**src/rtl/uart_rx.sv**
```systemverilog
// UART receiver: 16x-oversampled, LSB-first, NB_DATA data / NB_STOP stop bits; `UART_RX_SYNC_EN adds a 2-flop input synchronizer.
// Latency: 8 + 16*NB_DATA + 16*NB_STOP ticks + 1 clock from start detect to o_rx_done (+2 clocks with the synchronizer).
// Backpressure: none; o_data is single-buffered and must be captured before the next frame completes.
module uart_rx #(
  parameter int NB_DATA         = 8,
  parameter int NB_STOP         = 1,
  parameter int NB_DATA_COUNTER = $clog2(NB_DATA)
) (
  input  logic               i_clock,
  input  logic               i_reset,
  input  logic               i_tick,
  input  logic               i_data,
  output logic [NB_DATA-1:0] o_data,
  output logic               o_rx_done,
  output logic               o_frame_error
);

  typedef enum logic [1:0] {
    IDLE  = 2'd0,
    START = 2'd1,
    DATA  = 2'd2,
    STOP  = 2'd3
  } state_t;

  localparam logic [NB_DATA_COUNTER-1:0] LAST_BIT  = NB_DATA_COUNTER'(NB_DATA - 1);
  localparam logic                       LAST_STOP = (NB_STOP == 2);

  logic rx;

`ifdef UART_RX_SYNC_EN
  logic [1:0] sync_q;

  // Reset to the idle level so a reset never looks like a start edge.
  always_ff @(posedge i_clock) begin
    if (i_reset) sync_q <= 2'b11;
    else         sync_q <= {sync_q[0], i_data};
  end

  assign rx = sync_q[1];
`else
  assign rx = i_data;
`endif

  state_t                     state, state_nxt;
  logic [3:0]                 tick_cnt, tick_nxt;
  logic [NB_DATA_COUNTER-1:0] bit_cnt, bit_nxt;
  logic                       stop_cnt, stop_nxt;
  logic [NB_DATA-1:0]         shift_reg, shift_nxt;
  logic                       err, err_nxt;
  logic [NB_DATA-1:0]         data_nxt;
  logic                       done_nxt;
  logic                       ferr_nxt;

  always_ff @(posedge i_clock) begin
    if (i_reset) begin
      state         <= IDLE;
      tick_cnt      <= '0;
      bit_cnt       <= '0;
      stop_cnt      <= 1'b0;
      shift_reg     <= '0;
      err           <= 1'b0;
      o_data        <= '0;
      o_rx_done     <= 1'b0;
      o_frame_error <= 1'b0;
    end else begin
      state         <= state_nxt;
      tick_cnt      <= tick_nxt;
      bit_cnt       <= bit_nxt;
      stop_cnt      <= stop_nxt;
      shift_reg     <= shift_nxt;
      err           <= err_nxt;
      o_data        <= data_nxt;
      o_rx_done     <= done_nxt;
      o_frame_error <= ferr_nxt;
    end
  end

  always_comb begin
    state_nxt = state;
    tick_nxt  = tick_cnt;
    bit_nxt   = bit_cnt;
    stop_nxt  = stop_cnt;
    shift_nxt = shift_reg;
    err_nxt   = err;
    data_nxt  = o_data;
    done_nxt  = 1'b0;
    ferr_nxt  = o_frame_error;

    case (state)
      IDLE: begin
        // Start detect ignores i_tick, so a tick in this cycle is not counted.
        tick_nxt = '0;
        err_nxt  = 1'b0;
        if (!rx) state_nxt = START;
      end

      START: begin
        if (i_tick) begin
          if (tick_cnt == 4'd7) begin
            tick_nxt = '0;
            if (!rx) begin
              bit_nxt   = '0;
              state_nxt = DATA;
            end else begin
              state_nxt = IDLE;
            end
          end else begin
            tick_nxt = tick_cnt + 4'd1;
          end
        end
      end

      DATA: begin
        if (i_tick) begin
          if (tick_cnt == 4'd15) begin
            shift_nxt = {rx, shift_reg[NB_DATA-1:1]};
            tick_nxt  = '0;
            if (bit_cnt == LAST_BIT) begin
              stop_nxt  = 1'b0;
              state_nxt = STOP;
            end else begin
              bit_nxt = bit_cnt + NB_DATA_COUNTER'(1);
            end
          end else begin
            tick_nxt = tick_cnt + 4'd1;
          end
        end
      end

      STOP: begin
        if (i_tick) begin
          if (tick_cnt == 4'd15) begin
            err_nxt  = err | ~rx;
            tick_nxt = '0;
            // Complete at mid stop bit so a back-to-back start edge is caught.
            if (stop_cnt == LAST_STOP) begin
              data_nxt  = shift_reg;
              ferr_nxt  = err | ~rx;
              done_nxt  = 1'b1;
              state_nxt = IDLE;
            end else begin
              stop_nxt = stop_cnt + 1'b1;
            end
          end else begin
            tick_nxt = tick_cnt + 4'd1;
          end
        end
      end

      default: state_nxt = IDLE;
    endcase
  end

endmodule
```
**config.mk**
```make
export PLATFORM = sky130hd
export DESIGN_NAME = uart_rx
export DESIGN_NICKNAME = d
export VERILOG_FILES = /design/src/rtl/uart_rx.sv
export SDC_FILE = /design/constraint.sdc
export NUM_CORES = 1
export LEC_CHECK = 0
export CAP_MARGIN = 0
export CORE_AREA = 2 2 45 63
export DETAILED_ROUTE_END_ITERATION = 8
export DIE_AREA = 0 0 47 65
export PLACE_DENSITY = 0.76
export SKIP_LAST_GASP = 1
export SYNTH_ARGS = -nofsm -noshare
export SYNTH_HDL_FRONTEND = slang
export SYNTH_SLANG_ARGS = --single-unit
export TNS_END_PERCENT = 100
```
**constraint.sdc**
```tcl
create_clock -name i_clock -period 1.8 [get_ports i_clock]
set_input_delay 0.27 -clock i_clock [delete_from_list [all_inputs] [get_ports i_clock]]
set_output_delay 0.27 -clock i_clock [all_outputs]
set_load 0.005 [all_outputs]
```
==> flow_metrics.tcl <==
set metrics [dict create \
    cp_common_cell "ha_1" \
    grt_pass1_wl_mm 3.829 \
    chipWidth_microns 47 \
    synth_edf_count 0 \
    path_delay_family "adder cells" \
    hold_ws_ps 481.1 \
    cp_data_required_time_ps 2070 \
    via_per_inst 5.213 \
    slowest_stage "dfxtp_1" \
    cts-hold-fix-buffers 0 \
    yosys-top-cells-area "dfxtp_1, mux2i_1, nand2b_1" \
    synth_top_area_share_pct 43.75 \
    worst-slew-pin-transition_ps 441.1 \
    grt_overflow 0 \
    period_needed_ps 1581 \
    async_flop_share_pct 0 \
    synthMostInstantiatedCell "dfxtp_1" \
    grt_setup_unrepaired "false" \
    drive_gt1_share_pct 10.87 \
    design.core.area_sq_um 2532 \
    ys_warn_count 0 \
    yosysUniqueCellTypes 35 \
    critPathMaxStageDelay_ps 360 \
    ir_drop_mv 0.4671 \
    cts_resized 0 \
    cts_inserted_buffers 3 \
    initial_core_util_pct 50.59 \
    grt_antenna_before_repair 0 \
    path_buf_inv 0 \
    vias 907 \
    wire_per_inst_microns 12.99 \
    yosysSeqAreaShare_pct 43.75 \
    pin_count 14 \
    synth_seq_cells 28 \
    p_leak_nw 0.6139 \
    pwr_density_cell_nw_per_um2 640.0 \
    areaGrowthSynthToFinish_pct 15.04 \
    antenna_left 0 \
    grt_max_degree 27 \
    syn_avg_cell_area_sq_um 10.42 \
    synth_nets 130 \
    critPathMaxFanout 3 \
    fin_skew_ps 2.461 \
    cts_tree "built" \
    relSlewSlack_pct 70.53 \
    diodes 0 \
    synth_cells 123 \
    endpoint_kind "flop" \
    setup_violations 0 \
    status "finished, final reports clean" \
    timing.final.crit_share_pct 87.83 \
    post_cts_buffers 0 \
    detail_route.wirelength_mm 2.260 \
    reg2regPathDepth 5 \
    htreeDepth 1 \
    fmax_mhz 632.6 \
    grt_pass1_vias 909 \
    yosys-top-cells-count "dfxtp_1, mux2i_1, nand2b_1" \
    setup_tns_ps 0 \
    criticalPathCategory "reg2reg" \
    drc_errors 0 \
    row_count 22 \
    numClockSinks 28 \
    drv_cap 0 \
    synth_flop_cell "dfxtp_1" \
    setup_slack_ps 219.1 \
    pre_cts_ws_ps 59.46 \
    clock_path_buffers 2 \
    drt_pre_antenna_iters 4 \
    crit_cells 5 \
    clk_latency_ps 330 \
    hold_class "reg2reg" \
    crit_path_start_kind "flop" \
    globalplace.congestion 0.7621 \
    die_height_microns 65 \
    root_buffer "clkbuf_4" \
    holdPathStages 2 \
    die_area_sq_um 3055 \
    drt_iter0_drc 12 \
    cp_data_arrival_time_ps 1850 \
    port-buffer-count 13 \
    maxSlewViolCount 0 \
    crit_chain "ha_1 -> ha_1 -> nor4bb_1 -> o2111a_1 -> mux2i_1" \
    hpwl_mm 1.678 \
    clk_pin_slew_ps 140 \
    nNetsFinal 147 \
    grt_usage_pct 17.41 \
    synth.largest_area_cell "dfxtp_1" \
    netlist_area_sq_um 1281 \
    hold_viol 0 \
]
==> stage by stage <==
stage	util (%)	cell area, sq um	instances	power (mW)
final	58.20	1474	174	0.9433
after global routing	58.20	1474	174	0.9812
after CTS	58.20	1474	174	0.9523
after detailed placement	57.31	1451	171	0.7006
after global placement	57.31	1451	171	0.6997
after floorplan	-	1281	123	0.6816
==> cells by family (layout without fill, tap and decap cells) <==
logic type	after synthesis	in the layout	synth area share, %
multiplexers	20	20	15.62
AND/OR/NAND/NOR	43	43	21.09
buffers and inverters	10	25	5.078
XOR/XNOR	2	2	1.367
flip-flops	28	28	43.75
AO/OA/AOI/OAI	17	17	10.16
adder cells (fa/ha/maj)	3	3	2.930
==> path summary, 6_finish.rpt <==
kind	start	endpoint	slack (ps)
max	bit_cnt[0]	bit_cnt[2]	220
min	err	err	480
max reg2reg	bit_cnt[0]	bit_cnt[2]	220
min reg2reg	err	err	480
==> power by group <==
group / total (mW) / switching [mW] / leakage (nW) / internal, mW
registers: 0.626 / 0.00237 / 0.226 / 0.623
clock network: 0.256 / 0.178 / 0.0138 / 0.0787
logic: 0.0612 / 0.0289 / 0.374 / 0.0322
total: 0.943 / 0.209 / 0.614 / 0.734
==> layout by cell type (no fill, tap or decap), drive strengths merged, types with 2 or more instances in the layout <==
cell type	count
nand2b	20
a21bo	2
inv	2
clkdlybuf4s50	13
nor2	5
nand3	2
a31oi	2
nand2	5
dfxtp	28
clkbuf	3
a21oi	4
nand3b	3
ha	3
buf	7
nand4	2
mux2i	20
==> metal layers <==
| layer | global-route usage (%) | routed length (microns) | share of wire, % | vias up |
|---|---|---|---|---|
| li1 | - | - | - | 463 |
| met1 | 20.21 | 973 | 43 | 425 |
| met2 | 29.45 | 1177 | 52 | 14 |
| met3 | 2.786 | 56 | 2.5 | 5 |
| met4 | 8.333 | 53 | 2.3 | 0 |
| met5 | 0 | 0 | 0 | - |
==> worst reg2reg max path, cell delays in order (launching register included) <==
cell      delay [ps]
dfxtp_1          360
ha_1             200
ha_1             190
nor4bb_1         260
o2111a_1         310
mux2i_1          200
==> area by class of cell <==
| class | count | area, sq um |
|---|---|---|
| Fill cell | 230 | 1059 |
| Multi-Input combinational cell | 85 | 655.6 |
| Sequential cell | 28 | 560.5 |
| Timing Repair Buffer | 20 | 182.7 |
| Tap cell | 36 | 45.04 |
| Clock buffer | 3 | 22.52 |
| Inverter | 2 | 7.507 |
Note: power is estimated with default switching activity, not from simulation.
==> RTL edit 1: new RTL, same settings <==
`NB_DATA`: 8 -> 4. Comments in the files are not updated.
--- a/src/rtl/uart_rx.sv
+++ b/src/rtl/uart_rx.sv
@@ -2,7 +2,7 @@
 // Latency: 8 + 16*NB_DATA + 16*NB_STOP ticks + 1 clock from start detect to o_rx_done (+2 clocks with the synchronizer).
 // Backpressure: none; o_data is single-buffered and must be captured before the next frame completes.
 module uart_rx #(
-  parameter int NB_DATA         = 8,
+  parameter int NB_DATA         = 4,
   parameter int NB_STOP         = 1,
   parameter int NB_DATA_COUNTER = $clog2(NB_DATA)
 ) (
Ports: changed (resized o_data); port bits go from 14 to 10. The function was not compared with the original's and may differ.
==> RTL edit 1 against the original RTL <==
Worst setup slack lost 0.11 ns; maximum frequency fell by 6.5%; total power fell by 29%; sequential cell count is 9 lower; design area down 29%; routed wire length fell by 32%; area after synthesis shrank 32%; critical path type unchanged.
==> RTL edit 1: results (changes against the original RTL) <==
Outcome
  – Status: complete, no violations

Hold path
  – Worst Hold End: o_frame_error
  – Worst hold path type: reg2reg

Power
  – Gate power share: 0.048 (-0.017)
  – Seq. pwr: 0.428 mW (-32%)
  – Worst IR drop on VDD: 0.410 mV (-12%)
  – Switch share: 0.218 (-0.00413)
  – LEAKAGE: 0.355 nW (-42%)
  – Combinational cell power: 0.0322 mW (-47%)

Routing
  – Initial drt markers: 17 (+5)
  – Wire per inst: 10.7 um (-18%)
  – Met3 WL post-DR: 84 um (+50%)
  – Routed length on met2: 756 um (-36%)
  – DRT Pass-1 Iters: 5 (+1)
  – Total number of vias: 693 (-24%)
  – Post-Route M1 WL: 670 um (-31%)

Final layout
  – Comb_multi_in: 67 (-21%)
  – Clk cell area share: 0.0250 (+0.00972)
  – Fraction of layout cells with a size suffix above 1: 0.128 (+0.0197)
  – Clock tree buffer count of the final layout: 4 (+1)
  – Non-clock buffer share: 0.129 (+0.00463)
  – NumNets Final: 116 (-21%)
  – Fraction of area in multi-input gates: 0.427 (-0.0174)
  – Non-clock buffer count in the final layout: 15 (-25%)
  – Fill count: 267 (+16%)
  – Reg area: 380 um^2 (-32%)

Yosys
  – Synth Area in Adders: 0.0287 (-0.000644)
  – Commonest cells post-synth: dfxtp_1, nor2_1, mux2i_1, nand2_1
  – Post-synthesis cell type count: 28 (-20%)
  – Synth Warn #: 0 (unchanged)
  – Seq/Total Area, Yosys: 0.436 (-0.00197)
  – Syn_nets: 101 (-22%)
  – Compound-Gate Fraction of Synth Area: 0.106 (+0.00445)
  – Post-synthesis mux area share: 0.132 (-0.0244)
  – Main area contributors after synthesis: dfxtp_1, mux2i_1, nor2_1
  – Synth Area in XOR/XNOR: 0.0100 (-0.00364)

Global routing
  – First-pass GRT wire length: 2.77 mm (-28%)
  – Vias in the first global route: 675 (-26%)
  – Total GRT Usage: 0.121 (-0.0528)
  – Initial antenna violation count: 0 (unchanged)
  – Routing usage on met2: 0.199 (-0.0959)
  – Met1 Track Usage GR: 0.148 (-0.0538)
  – Largest net degree at the start of global routing: 11 (-59%)

Setup path
  – Crit-path max FO: 6 (+3)
  – Internal reg-to-reg setup slack: 0.11 ns (-0.11 ns)
  – Critical R2R Capture: bit_cnt[0]
  – Crit path DAT: 1.88 ns (+0.03 ns)

Placed design
  – PortBufs: 9 (-4)
  – RePlAce Congestion: 0.830 (+9.0%)
  – Post-DP HPWL: 1.18 mm (-30%)

STA
  – Slew HR: 0.722 (+0.0165)
  – Clock skew: 0.00255 ns (+0.0000852 ns)

Clock network
  – Clock Pin Slew Worst Setup and Hold Paths: 0.10 ns (-0.04 ns)
  – Clock sink count: 19 (-32%)
[RTL edit 1: cell types whose count changed in the layout (fill, tap and decap cells not counted), sizes merged, moves of 2 or more]
cell,unedited run,this run
nand2b,20,5
a21bo,2,0
nor2,5,14
inv,2,4
clkdlybuf4s50,13,9
nand3,2,4
dfxtp,28,19
mux2i,20,10
o21ai,1,3
nand3b,3,0
nor3b,0,2
[RTL edit 1: stage by stage]
step,area [um^2],utilization,worst slack [ns],hold WS (ns),cells
2_1_floorplan,873,-,0.0966,0.379,95
3_3_place_gp,1020,0.405,0.0516,0.453,141
3_5_place_dp,1020,0.405,0.00932,0.470,141
4_1_cts,1050,0.415,0.130,0.487,145
5_1_grt,1050,0.415,0.00597,0.512,145
6_report,1050,0.415,0.110,0.478,145
[RTL edit 1: critical path, stage by stage (launching register included)]
cell and delay [ns]:
dfxtp_1 0.41, ha_1 0.28, and3_4 0.24, nor3b_4 0.22, a21o_4 0.16, mux2_4 0.28
==> RTL edit 2: new RTL, same flow settings <==
Made on the original files. `shift_reg` and `o_data` no longer have a reset.
--- a/src/rtl/uart_rx.sv
+++ b/src/rtl/uart_rx.sv
@@ -57,9 +57,7 @@
       tick_cnt      <= '0;
       bit_cnt       <= '0;
       stop_cnt      <= 1'b0;
-      shift_reg     <= '0;
       err           <= 1'b0;
-      o_data        <= '0;
       o_rx_done     <= 1'b0;
       o_frame_error <= 1'b0;
     end else begin
@@ -67,12 +65,15 @@
       tick_cnt      <= tick_nxt;
       bit_cnt       <= bit_nxt;
       stop_cnt      <= stop_nxt;
-      shift_reg     <= shift_nxt;
       err           <= err_nxt;
-      o_data        <= data_nxt;
       o_rx_done     <= done_nxt;
       o_frame_error <= ferr_nxt;
     end
+  end
+
+  always_ff @(posedge i_clock) begin
+    shift_reg <= shift_nxt;
+    o_data    <= data_nxt;
   end
 
   always_comb begin
Formal check against the unedited RTL: same outputs for any inputs over 10 cycles, from zero or initial values and one cycle with i_reset high; that may be too few to reach the edited logic, so the function may still have changed.
==> RTL edit 2 against the original RTL <==
Routed wire length is 19% lower; non-clock buffer count is 2 lower; sequential cell count stayed put; area after synthesis is 9.7% lower; maximum frequency is 5.5% lower; worst setup slack worse by 0.091 ns; design area is 6.2% lower; hold slack worse by 0.040 ns; largest cell class is now sequential cells.
Power is not compared: it rests on default switching activity, and its combinational part moved more than twofold at a synthesized area within 25%.
==> RTL edit 2: results (changes against the original RTL) <==
Routing
  – DRT Pass-1 Iters: 4 (unchanged)
  – Final wirelength: 1.83 mm (-19%)
  – Total number of vias: 723 (-20%)
  – Initial drt markers: 9 (-3)

Power
  – Sw power: 0.195 mW
  – Seq pwr share: 0.612
  – Seq. pwr: 0.678 mW
  – Worst IR drop on VDD: 0.423 mV
  – Clock network fraction of total power: 0.361

Yosys
  – Syn_nets: 96 (-26%)
  – Post-synthesis cell type count: 35 (unchanged)
  – Main area contributors after synthesis: edfxtp_1, dfxtp_1, mux2i_1
  – Synth Warn #: 0 (unchanged)
  – Commonest cells post-synth: edfxtp_1, dfxtp_1, nand2_1, nor2_1
  – EDFF count, synth: 16 (+16)
  – Post-synthesis cell count: 89 (-28%)
  – Seq/Total Area, Yosys: 0.623 (+0.185)
  – Async SR Flop Fraction: 0 (unchanged)

Placed design
  – Post-DP HPWL: 1.36 mm (-19%)
  – Dpl cell area: 0.00133 mm^2 (-8.4%)
  – PortBufs: 13 (unchanged)
  – RePlAce Congestion: 0.899 (+18%)
  – Place WS: 0.134 ns (+0.0744 ns)

Clock network
  – CTS H-tree lvls: 1 (unchanged)
  – Longest Clk Path Bufs: 2 (unchanged)
  – CTS Root Cell: clkbuf_4
  – Post-cts resize count: 0 (unchanged)
  – Clock Pin Slew Worst Setup and Hold Paths: 0.14 ns (about the same)
  – Clock latency on the worst-skew pair: 0.31 ns (-0.02 ns)
  – Cts bufs inserted: 3 (unchanged)

Global routing
  – First-pass GRT wire length: 3.13 mm (-18%)
  – Vias in the first global route: 737 (-19%)
  – Total GRT Usage: 0.141 (-0.0333)
  – Initial antenna violation count: 0 (unchanged)
  – Largest net degree at the start of global routing: 17 (-37%)

STA
  – Slew HR: 0.760 (+0.0544)
  – Final worst path period share: 0.929 (+0.0508)
  – Fin Hold WS: 0.441 ns (-0.0399 ns)
  – Clock skew: 0.00144 ns (-0.00103 ns)

Final layout
  – Fraction of layout cells with a size suffix above 1: 0.132 (+0.0234)
  – Final non-filler cell total: 142 (-18%)
  – NumNets Final: 114 (-22%)
  – Antenna Cells: 0 (unchanged)

Setup path
  – Crit-path max FO: 7 (+4)
  – R2R cell count: 5 (unchanged)
  – Crit path DAT: 1.93 ns (+0.08 ns)
  – Critical R2R Capture: bit_cnt[2]
  – Worst r2r src: tick_cnt[0]
  – Internal reg-to-reg setup slack: 0.13 ns (-0.09 ns)

Hold path
  – Hold path depth: 0 (-2)
  – Worst hold path type: reg2reg
  – Worst Hold End: o_data[0]
  – Hold path start: shift_reg[0]

Outcome
  – Status: complete, no violations
==> RTL edit 2: layout make-up <==
type                            instances  area [um^2]
Inverter                                4         15.0
Clock inverter                          1         30.0
Multi-Input combinational cell         52          382
Sequential cell                        28          721
Fill cell                             240         1150
Timing Repair Buffer                   18          168
Clock buffer                            3         22.5
Tap cell                               36         45.0
==> RTL edit 2: layer usage <==
layer / routed length (um) / share of wire / vias to the layer above / track usage
met3: 48 / 0.026 / 2 / 0.0251
met4: 12 / 0.0066 / 0 / 0.0521
met5: 0 / 0 / - / 0
li1: - / - / 363 / -
met2: 928 / 0.51 / 12 / 0.231
met1: 836 / 0.46 / 346 / 0.178
==> RTL edit 2: worst max-delay path, cell delays in order (launching register included) <==
cell,delay [ns]
dfxtp_1,0.43
ha_1,0.32
nand4_1,0.22
buf_4,0.21
o22ai_4,0.22
mux2i_1,0.22
==> RTL edit 2: cell families (layout without fill, tap and decap cells) <==
| family | after synthesis | in the layout | share of synthesized area |
|---|---|---|---|
| AO/OA/AOI/OAI | 15 | 15 | 0.0984 |
| XOR/XNOR | 3 | 3 | 0.0227 |
| adder cells (fa/ha/maj) | 3 | 3 | 0.0324 |
| buffers and inverters | 9 | 26 | 0.0476 |
| flip-flops | 28 | 28 | 0.623 |
| multiplexers | 4 | 4 | 0.0346 |
| AND/OR/NAND/NOR | 27 | 27 | 0.142 |
==> RTL edit 2: worst max-delay path by stage <==
stage | slack [ns] | to
detailed placement | 0.13 | bit_cnt[2]
global placement | 0.21 | bit_cnt[1]
global route | 0.009 | bit_cnt[2]
CTS | 0.12 | bit_cnt[2]
finish | 0.13 | bit_cnt[2]
floorplan | 0.06 | shift_reg[0]
